File: config.mk
export PLATFORM = sky130hd
export DESIGN_NAME = etile_operand_station_flat
export DESIGN_NICKNAME = d
export VERILOG_FILES = /design/src/rtl/etile_operand_station_pkg.sv /design/src/rtl/etile_operand_station_if.sv /design/src/rtl/etile_operand_station_rr_arbiter.sv /design/src/rtl/etile_operand_station.sv /design/src/flat_wrapper.sv
export SDC_FILE = /design/constraint.sdc
export NUM_CORES = 1
export LEC_CHECK = 0
export ABC_AREA = 1
export ABC_CLOCK_PERIOD_IN_PS = 5200
export CELL_PAD_IN_SITES_DETAIL_PLACEMENT = 0
export CELL_PAD_IN_SITES_GLOBAL_PLACEMENT = 2
export CORE_MARGIN = 2
export CORE_UTILIZATION = 38
export DETAILED_ROUTE_END_ITERATION = 12
export HOLD_SLACK_MARGIN = 0.03
export PLACE_DENSITY_LB_ADDON = 0.1
export SLEW_MARGIN = 15
export SYNTH_ARGS = -nofsm -noshare
export SYNTH_HDL_FRONTEND = slang
export SYNTH_SLANG_ARGS = --single-unit
File: constraint.sdc
create_clock -name clk -period 5.2 [get_ports clk]
set_input_delay 1.56 -clock clk [delete_from_list [all_inputs] [get_ports clk]]
set_output_delay 1.56 -clock clk [all_outputs]
set_load 0.05 [all_outputs]
File: src/rtl/etile_operand_station_pkg.sv
// Shared definitions for the E-tile operand station: operand slot encoding,
// required-operand mask bit positions, per-entry control state and the
// issue-register state encoding.
package etile_operand_station_pkg;

  // Operand slot encoding carried on op_dest_slot.
  localparam logic [1:0] SLOT_LEFT  = 2'd0;
  localparam logic [1:0] SLOT_RIGHT = 2'd1;
  localparam logic [1:0] SLOT_PRED  = 2'd2;
  localparam logic [1:0] SLOT_RSVD  = 2'd3;

  // Bit positions inside the {pred,right,left} needs/arrived masks.
  localparam int NEED_LEFT  = 0;
  localparam int NEED_RIGHT = 1;
  localparam int NEED_PRED  = 2;

  // Issue register states.
  typedef enum logic {
    ST_IDLE = 1'b0,
    ST_HOLD = 1'b1
  } iss_state_e;

  // Control state of one instruction entry. The left/right operand values are
  // kept in separate DATA_W-wide arrays in the top so this struct stays
  // independent of the data width.
  typedef struct packed {
    logic       cfgd;     // entry mapped by cfg_valid
    logic [2:0] needs;    // required operands {pred,right,left}
    logic       pol;      // predicate value that enables issue
    logic [2:0] arrived;  // operands received {pred,right,left}
    logic       pred;     // received predicate value
    logic       done;     // issued or nullified
  } opstn_entry_t;

  // All required operands present and predicate (if needed) matches.
  function automatic logic entry_ready(input opstn_entry_t e);
    return e.cfgd & ~e.done & ((e.arrived & e.needs) == e.needs) &
           (~e.needs[NEED_PRED] | (e.pred == e.pol));
  endfunction

  // Predicate arrived with the non-enabling value: the entry retires silently.
  function automatic logic entry_nullify(input opstn_entry_t e);
    return e.cfgd & ~e.done & e.needs[NEED_PRED] & e.arrived[NEED_PRED] &
           (e.pred != e.pol);
  endfunction

endpackage

File: src/rtl/etile_operand_station_if.sv
// Operand-network receiver port and ALU issue port of the E-tile operand
// station. The master side is the network receiver plus the ALU issue stage;
// the slave side is the station itself.
interface etile_operand_station_if #(
  parameter int DATA_W  = 32,
  parameter int INSTR_W = 7,
  parameter int IDX_W   = 3
);

  // Routed operand from the network receiver.
  logic               op_req;
  logic               op_ack;
  logic [DATA_W-1:0]  op_data;
  logic [INSTR_W-1:0] op_dest_instr;
  logic [1:0]         op_dest_slot;

  // Issue candidate towards the ALU.
  logic               iss_valid;
  logic               iss_ready;
  logic [IDX_W-1:0]   iss_idx;
  logic [DATA_W-1:0]  iss_left;
  logic [DATA_W-1:0]  iss_right;

  modport master (
    output op_req, op_data, op_dest_instr, op_dest_slot, iss_ready,
    input  op_ack, iss_valid, iss_idx, iss_left, iss_right
  );

  modport slave (
    input  op_req, op_data, op_dest_instr, op_dest_slot, iss_ready,
    output op_ack, iss_valid, iss_idx, iss_left, iss_right
  );

endinterface

File: src/rtl/etile_operand_station_rr_arbiter.sv
// Round-robin picker: returns the first requesting entry at or after ptr,
// wrapping at NUM_SLOTS, as a one-hot grant plus its index.
module opstn_rr_arbiter #(
  parameter  int NUM_SLOTS = 8,
  localparam int IDX_W     = $clog2(NUM_SLOTS)
) (
  input  logic [NUM_SLOTS-1:0] req,
  input  logic [IDX_W-1:0]     ptr,
  output logic [NUM_SLOTS-1:0] gnt,
  output logic [IDX_W-1:0]     idx,
  output logic                 any
);

  // Scan from ptr upward; index arithmetic wraps because NUM_SLOTS is 2^IDX_W.
  always_comb begin
    // NOTE: combinational blocks use blocking assignments and give every
    // output a default first, so no path through the block infers a latch.
    gnt = '0;
    idx = '0;
    any = 1'b0;
    for (int i = 0; i < NUM_SLOTS; i++) begin
      if (!any && req[ptr + IDX_W'(i)]) begin
        any = 1'b1;
        idx = ptr + IDX_W'(i);
      end
    end
    if (any) gnt[idx] = 1'b1;
  end

endmodule

File: src/rtl/etile_operand_station.sv
// E-tile operand station: collects routed operands against locally mapped
// instruction entries and issues fully-ready entries round-robin to the ALU.
// Optional statistics counters are enabled with `define ETILE_OPSTN_STATS_EN.
module etile_operand_station
  import etile_operand_station_pkg::*;
#(
  parameter  int NUM_SLOTS = 8,
  parameter  int DATA_W    = 32,
  parameter  int INSTR_W   = 7,
  localparam int IDX_W     = $clog2(NUM_SLOTS)
) (
  input  logic                     clk,
  input  logic                     rst_n,
  etile_operand_station_if.slave   bus,
  input  logic                     cfg_valid,
  input  logic [IDX_W-1:0]         cfg_idx,
  input  logic [2:0]               cfg_needs,
  input  logic                     cfg_pred_pol,
  input  logic                     flush,
  input  logic                     revitalize,
  output logic                     err_pulse,
  output logic [15:0]              issued_cnt,
  output logic [15:0]              nullified_cnt
);

  opstn_entry_t      ent_q     [NUM_SLOTS];
  opstn_entry_t      ent_upd   [NUM_SLOTS];
  opstn_entry_t      ent_fin   [NUM_SLOTS];
  logic [DATA_W-1:0] left_q    [NUM_SLOTS];
  logic [DATA_W-1:0] right_q   [NUM_SLOTS];
  logic [DATA_W-1:0] left_upd  [NUM_SLOTS];
  logic [DATA_W-1:0] right_upd [NUM_SLOTS];

  logic [NUM_SLOTS-1:0] ready_vec, null_vec, req_vec, gnt_vec;
  logic [IDX_W-1:0]     pick_idx, rr_ptr_q, iss_idx_q;
  logic                 pick_any, can_load, op_xfer, err_nxt, err_q;
  logic [IDX_W-1:0]     op_idx;
  logic [DATA_W-1:0]    iss_left_q, iss_right_q;
  iss_state_e           state_q;

  assign bus.op_ack = bus.op_req & ~flush & ~revitalize;
  assign op_xfer    = bus.op_req & bus.op_ack;
  assign op_idx     = bus.op_dest_instr[IDX_W-1:0];

  // Only the low instruction bits select the local entry.
  if (INSTR_W > IDX_W) begin : g_instr_hi
    logic unused_instr_hi;
    assign unused_instr_hi = ^bus.op_dest_instr[INSTR_W-1:IDX_W];
  end

  // Apply this cycle's operand arrival and configuration write to a working
  // copy, so a completing operand is visible to the picker in the same cycle.
  always_comb begin
    ent_upd   = ent_q;
    left_upd  = left_q;
    right_upd = right_q;
    err_nxt   = 1'b0;
    if (op_xfer) begin
      case (bus.op_dest_slot)
        SLOT_LEFT: begin
          if (ent_q[op_idx].arrived[NEED_LEFT]) err_nxt = 1'b1;
          else begin
            ent_upd[op_idx].arrived[NEED_LEFT] = 1'b1;
            left_upd[op_idx] = bus.op_data;
          end
        end
        SLOT_RIGHT: begin
          if (ent_q[op_idx].arrived[NEED_RIGHT]) err_nxt = 1'b1;
          else begin
            ent_upd[op_idx].arrived[NEED_RIGHT] = 1'b1;
            right_upd[op_idx] = bus.op_data;
          end
        end
        SLOT_PRED: begin
          if (ent_q[op_idx].arrived[NEED_PRED]) err_nxt = 1'b1;
          else begin
            ent_upd[op_idx].arrived[NEED_PRED] = 1'b1;
            ent_upd[op_idx].pred = bus.op_data[0];
          end
        end
        default: err_nxt = 1'b1;  // reserved slot: acked and dropped
      endcase
    end
    if (cfg_valid) begin
      ent_upd[cfg_idx].cfgd  = 1'b1;
      ent_upd[cfg_idx].needs = cfg_needs;
      ent_upd[cfg_idx].pol   = cfg_pred_pol;
    end
  end

  // Ready/nullify evaluation and retirement of picked or nullified entries.
  always_comb begin
    ready_vec = '0;
    null_vec  = '0;
    for (int i = 0; i < NUM_SLOTS; i++) begin
      ready_vec[i] = entry_ready(ent_upd[i]);
      null_vec[i]  = entry_nullify(ent_upd[i]);
      ent_fin[i]      = ent_upd[i];
      ent_fin[i].done = ent_upd[i].done | gnt_vec[i] | null_vec[i];
    end
  end

  // A new pick may load when the issue register is empty or being drained.
  assign can_load = (state_q == ST_IDLE) | bus.iss_ready;
  assign req_vec  = ready_vec & {NUM_SLOTS{can_load}};

  opstn_rr_arbiter #(.NUM_SLOTS(NUM_SLOTS)) u_arb (
    .req (req_vec),
    .ptr (rr_ptr_q),
    .gnt (gnt_vec),
    .idx (pick_idx),
    .any (pick_any)
  );

  // Entry state and operand storage; flush wipes, revitalize rearms.
  always_ff @(posedge clk or negedge rst_n) begin
    if (!rst_n) begin
      // NOTE: operand storage is reset as well, so a freshly reset or flushed
      // entry can never present stale data on the issue outputs.
      for (int i = 0; i < NUM_SLOTS; i++) begin
        ent_q[i]   <= '0;
        left_q[i]  <= '0;
        right_q[i] <= '0;
      end
    end else if (flush) begin
      for (int i = 0; i < NUM_SLOTS; i++) begin
        ent_q[i]   <= '0;
        left_q[i]  <= '0;
        right_q[i] <= '0;
      end
    end else if (revitalize) begin
      for (int i = 0; i < NUM_SLOTS; i++) begin
        ent_q[i].arrived <= '0;
        ent_q[i].done    <= 1'b0;
      end
    end else begin
      ent_q   <= ent_fin;
      left_q  <= left_upd;
      right_q <= right_upd;
    end
  end

  // Issue register FSM: IDLE loads a pick, HOLD keeps outputs until iss_ready.
  always_ff @(posedge clk or negedge rst_n) begin
    if (!rst_n) begin
      state_q     <= ST_IDLE;
      rr_ptr_q    <= '0;
      iss_idx_q   <= '0;
      iss_left_q  <= '0;
      iss_right_q <= '0;
    end else if (flush) begin
      state_q  <= ST_IDLE;
      rr_ptr_q <= '0;
    end else if (revitalize) begin
      state_q <= ST_IDLE;
    end else if (can_load) begin
      if (pick_any) begin
        state_q     <= ST_HOLD;
        iss_idx_q   <= pick_idx;
        iss_left_q  <= left_upd[pick_idx];
        iss_right_q <= right_upd[pick_idx];
        rr_ptr_q    <= pick_idx + IDX_W'(1);
      end else begin
        state_q <= ST_IDLE;
      end
    end
  end

  // Error pulse for duplicate or reserved-slot arrivals, one cycle later.
  always_ff @(posedge clk or negedge rst_n) begin
    if (!rst_n) err_q <= 1'b0;
    else        err_q <= err_nxt;
  end

  assign bus.iss_valid = (state_q == ST_HOLD);
  assign bus.iss_idx   = iss_idx_q;
  assign bus.iss_left  = iss_left_q;
  assign bus.iss_right = iss_right_q;
  assign err_pulse     = err_q;

`ifdef ETILE_OPSTN_STATS_EN
  logic [15:0]  issued_q, nullified_q;
  logic [IDX_W:0] null_n;
  logic [16:0]  null_sum;

  // Number of entries nullified this cycle (none while flushing/revitalizing).
  always_comb begin
    null_n = '0;
    if (!flush && !revitalize) begin
      for (int i = 0; i < NUM_SLOTS; i++) null_n = null_n + (IDX_W+1)'(null_vec[i]);
    end
    null_sum = {1'b0, nullified_q} + 17'(null_n);
  end

  // Saturating statistics counters, cleared only by reset.
  always_ff @(posedge clk or negedge rst_n) begin
    if (!rst_n) begin
      issued_q    <= '0;
      nullified_q <= '0;
    end else begin
      if (bus.iss_valid && bus.iss_ready && issued_q != 16'hFFFF)
        issued_q <= issued_q + 16'd1;
      nullified_q <= null_sum[16] ? 16'hFFFF : null_sum[15:0];
    end
  end

  assign issued_cnt    = issued_q;
  assign nullified_cnt = nullified_q;
`else
  assign issued_cnt    = '0;
  assign nullified_cnt = '0;
`endif

endmodule

File: src/flat_wrapper.sv
// flat-port wrapper written by rule: the top's interface ports become plain ports
module etile_operand_station_flat import etile_operand_station_pkg::*;
#(
  parameter  int NUM_SLOTS = 8,
  parameter  int DATA_W    = 32,
  parameter  int INSTR_W   = 7,
  localparam int IDX_W     = $clog2(NUM_SLOTS)
)
  (clk, rst_n, cfg_valid, cfg_idx, cfg_needs, cfg_pred_pol, flush, revitalize, err_pulse, issued_cnt, nullified_cnt, bus_op_req, bus_op_data, bus_op_dest_instr, bus_op_dest_slot, bus_iss_ready, bus_op_ack, bus_iss_valid, bus_iss_idx, bus_iss_left, bus_iss_right);
  etile_operand_station_if #(.DATA_W(DATA_W), .INSTR_W(INSTR_W), .IDX_W(3)) bus_i ();
  input  logic clk;
  input  logic rst_n;
  input  logic cfg_valid;
  input  logic [IDX_W-1:0] cfg_idx;
  input  logic [2:0] cfg_needs;
  input  logic cfg_pred_pol;
  input  logic flush;
  input  logic revitalize;
  output logic err_pulse;
  output logic [15:0] issued_cnt;
  output logic [15:0] nullified_cnt;
  input wire logic [$bits(bus_i.op_req)-1:0] bus_op_req;
  input wire logic [$bits(bus_i.op_data)-1:0] bus_op_data;
  input wire logic [$bits(bus_i.op_dest_instr)-1:0] bus_op_dest_instr;
  input wire logic [$bits(bus_i.op_dest_slot)-1:0] bus_op_dest_slot;
  input wire logic [$bits(bus_i.iss_ready)-1:0] bus_iss_ready;
  output wire logic [$bits(bus_i.op_ack)-1:0] bus_op_ack;
  output wire logic [$bits(bus_i.iss_valid)-1:0] bus_iss_valid;
  output wire logic [$bits(bus_i.iss_idx)-1:0] bus_iss_idx;
  output wire logic [$bits(bus_i.iss_left)-1:0] bus_iss_left;
  output wire logic [$bits(bus_i.iss_right)-1:0] bus_iss_right;
  assign bus_i.op_req = bus_op_req;
  assign bus_i.op_data = bus_op_data;
  assign bus_i.op_dest_instr = bus_op_dest_instr;
  assign bus_i.op_dest_slot = bus_op_dest_slot;
  assign bus_i.iss_ready = bus_iss_ready;
  assign bus_op_ack = bus_i.op_ack;
  assign bus_iss_valid = bus_i.iss_valid;
  assign bus_iss_idx = bus_i.iss_idx;
  assign bus_iss_left = bus_i.iss_left;
  assign bus_iss_right = bus_i.iss_right;
  etile_operand_station #(.NUM_SLOTS(NUM_SLOTS), .DATA_W(DATA_W), .INSTR_W(INSTR_W)) u_core (.clk(clk), .rst_n(rst_n), .bus(bus_i), .cfg_valid(cfg_valid), .cfg_idx(cfg_idx), .cfg_needs(cfg_needs), .cfg_pred_pol(cfg_pred_pol), .flush(flush), .revitalize(revitalize), .err_pulse(err_pulse), .issued_cnt(issued_cnt), .nullified_cnt(nullified_cnt));
endmodule
==> results.md <==
* Status: finished clean
* Ant. Diodes at 0
* # rows at about 110
* DP Area at 40800 µm²
* Drt first pass iters at 6
* Final Net Count at 5467
* Max Fclk at roughly 200 MHz
* Hold EP: u_core.bus.iss_idx[2]$_DFFE_PN0P_
* Gpl congestion at roughly 0.84
* EDFF count, synth at 0
* Nature of the critical path endpoint: register
* Total global-route track usage at 0.264
* Hold WS at ~0.48 ns
* Post-synth cell types at 42
* Ys Warns at 0
* Area Overhead vs Synth at 24.9%
* Top cell by count, worst path: buf_4
* Synth top area share at 0.468
* Slew Limit Fails at 0
* Initial DRC Count at 2928
* Dpl cells at about 6600
* Clk sink count at approximately 660
* Post-DR vias/cell at between 4 and 5
* RSZ-0062 raised after global routing: true
* Hold Crit Class: reg2reg
* CTS Hold Bufs at 0
* Crit-path max FO at 12
* WP data arrival at 5.54 ns
* Worst hold path depth at 2
* Share of layout cells above drive strength 1 at 0.138
* #FFs+latches synth at ~660
* Clock transition at path regs at ~0.050 ns
* DP Wirelength at approximately 79 mm
* # H-tree levels at 3
* Grt total ovfl at 0
* R2r setup slk at a little under 0.8 ns
* Routed WL at 127 mm
* Boundary pin count at approximately 160
* Post-Layout Cell Count at 6726
* Drt drc at 0
* Vias in the first global route at approximately 30000
* Kind of critical path: in2reg
* Register area share after synthesis at 0.468
* Post-DR wirelength/cell at 18.8 µm
* Mapped Area at ~35000 µm²
* Avg Cell Area, Syn at around 7.0 µm²
* Slew @ Worst Pin at 1.04 ns
* Worst skew pair latency at 0.65 ns
* CP max stage delay at roughly 0.48 ns
* Leak pwr at around 21 nW
* TritonCTS clock tree: yes
* Fin crit period at approximately 5 ns
* PD cells at 536 nW/µm²
* Cells after synthesis at 5085
* Worst R2R End: u_core.bus.iss_right[3]$_DFFE_PN0P_
* FF-to-FF Start: u_core.rr_ptr_q[1]$_DFFE_PN0P_
* Initial antenna violation count at 1
* Initial Util at 0.382
* CP max stage cell: clkdlybuf4s50_1
* Die area at 95800 µm²
* First-pass GRT wire length at roughly 190 mm
* Via count at 32800
* HP Start: u_core.bus.iss_idx[2]$_DFFE_PN0P_
* CTS max path bufs at 3
* Worst setup SP type: input pin
* Root Buffer: clkbuf_16
* IO Port Bufs at 120
* Crit share post-route at 0.963
* Synth area leaders: dfrtp_1 (47%), nand2_1 (16%), nor2_1 (8.3%), o21ai_0 (7.3%), inv_1 (6.0%)
* DRT antenna net count at 0
* Final setup fails at 0
* Post-synth ARST share at 1.00
* Setup_tns at 0 ns
* Largest net degree at the start of global routing at 86
* Die W at between 300 and 400 µm
* Post-Route Skew at 0.0262 ns
* Required @ worst endpoint at between 5 and 6 ns
* Max Cap Violations at 0
* TritonCTS Buffers at approximately 80
* Final Cell Area at 44300 µm²
* Ys flop type: dfrtp_1
* Final hold viol count at 0
* Core box area at 92900 µm²
* Worst vdd ir at ~860 µV
* Reg2Reg Depth at 21
* Max_slew headroom at 0.306
* Synth area leader: dfrtp_1
* Total power at roughly 24 mW
* Die boundary height at around 310 µm
## cells in the mapped netlist, types with 2 or more instances
cell type / count
inv_2: 13
or2_2: 2
o22ai_1: 21
nand2_4: 3
dfrtp_1: 664
o21ai_0: 515
buf_6: 25
nand2_1: 1502
o21bai_1: 3
inv_1: 568
buf_2: 64
nand4_1: 5
nand2_2: 6
a41oi_1: 2
nor2_8: 2
nand3_2: 13
nor2_4: 5
o31ai_1: 2
nor2_2: 11
nor3_1: 8
clkinv_1: 4
clkbuf_1: 223
ha_1: 3
a21oi_1: 68
nand3b_1: 18
o21ai_1: 74
nor2_1: 787
nand3_1: 396
buf_4: 44
a31oi_1: 9
buf_1: 14
## worst max-delay path: cells and delay by family
kind / cells / cell delay, ns
and+or+nand+nor: 21 / 2.11
buffers and inverters: 9 / 1.72
AOI/OAI and AO/OA: 1 / 0.13
## logic make-up after synthesis
| logic type | count (synthesis) | share of synthesized area |
|---|---|---|
| AND/OR/NAND/NOR | 2761 | 0.316 |
| other | 1 | 0.000106 |
| XOR/XNOR | 2 | 0.000494 |
| buffers and inverters | 957 | 0.114 |
| multiplexers | 1 | 0.000282 |
| adder cells (fa/ha/maj) | 3 | 0.00106 |
| flip-flops | 664 | 0.468 |
| AO/OA/AOI/OAI | 696 | 0.100 |
## timing repair
action                     4_1_cts  5_1_grt
buffers inserted                 4       13
pin swaps                        6       39
hold endpoints to repair         0        0
gates cloned                     1        6
gates resized for setup          5      147
setup endpoints to repair       59       78
## stage by stage
| step | setup WS [ns] | utilization |
|---|---|---|
| after detailed placement | -0.825 | 0.439 |
| final | 0.190 | 0.477 |
| after CTS | 0.00206 | 0.469 |
| after global routing | -0.0648 | 0.477 |
| after global placement | -0.781 | 0.439 |
| after floorplan | 0.571 | - |
## power by group
part           leakage, nW  internal (mW)  switching, mW
combinational         10.3           4.46           7.82
clock                 1.30           3.37           2.32
sequential            9.14           5.47          0.310
total                 20.8           13.3           10.4
## state kept, by name, summed over array words and instances, names as in the netlist
name,flops
u_core.right_q,256
u_core.bus.iss_valid,1
u_core.bus.iss_idx,3
u_core.bus.iss_right,32
u_core.bus.iss_left,32
u_core.err_pulse,1
u_core.rr_ptr_q,3
u_core.left_q,256
u_core.ent_q,80
## final cells by class
| type | instances | area [µm²] |
|---|---|---|
| fillers | 9645 | 48600 |
| flip-flops and latches | 664 | 16600 |
| multi-input cells | 3496 | 15600 |
| repair buffers | 580 | 5720 |
| clock buffers | 130 | 2500 |
| inverters | 586 | 2200 |
| well taps | 1254 | 1570 |
| clock inverters | 16 | 144 |
## cell usage in the layout, fill, tap and decap left out, types with 3 or more instances in the layout
| master | count |
|---|---|
| nor2_2 | 31 |
| clkbuf_8 | 18 |
| o21ai_1 | 81 |
| ha_1 | 3 |
| dfrtp_1 | 664 |
| dlymetal6s2s_1 | 6 |
| buf_4 | 368 |
| clkdlybuf4s50_1 | 110 |
| buf_6 | 15 |
| nand2_2 | 23 |
| nor2_1 | 753 |
| clkinv_2 | 12 |
| inv_1 | 568 |
| a31oi_1 | 9 |
| buf_12 | 72 |
| clkbuf_1 | 26 |
| nand3_1 | 350 |
| nand3_4 | 10 |
| nand2_4 | 8 |
| nand4_1 | 5 |
| o21ai_0 | 506 |
| clkbuf_16 | 90 |
| nor3_1 | 6 |
| nand3b_1 | 18 |
| nand2_1 | 1478 |
| nand3_2 | 50 |
| conb_1 | 32 |
| o22ai_1 | 21 |
| a21oi_1 | 66 |
| inv_2 | 14 |
| nor2_4 | 20 |
## worst max-delay path by stage
stage                     cells after the start  slack (ns)                  from                                    to
final                                        31        0.19            cfg_idx[2]   u_core.bus.iss_right[3]$_DFFE_PN0P_
after floorplan                              25        0.57                 flush        u_core.rr_ptr_q[2]$_DFFE_PN0P_
after CTS                                    31       0.002  bus_op_dest_instr[0]  u_core.bus.iss_right[10]$_DFFE_PN0P_
after detailed placement                     28       -0.82  bus_op_dest_instr[1]  u_core.bus.iss_right[10]$_DFFE_PN0P_
after global placement                       28       -0.78  bus_op_dest_instr[1]  u_core.bus.iss_right[10]$_DFFE_PN0P_
after global routing                         32       -0.06             cfg_valid   u_core.bus.iss_right[3]$_DFFE_PN0P_
## per-layer routing
layer  GRT usage  wire length (µm)  vias up
met4      0.0576              2270        0
met3      0.0298              5880      129
met2       0.411             56400      742
li1            -                 -    16300
met1       0.393             62200    15600
met5           0                 0        -
Power figures use the tool's default switching activity.
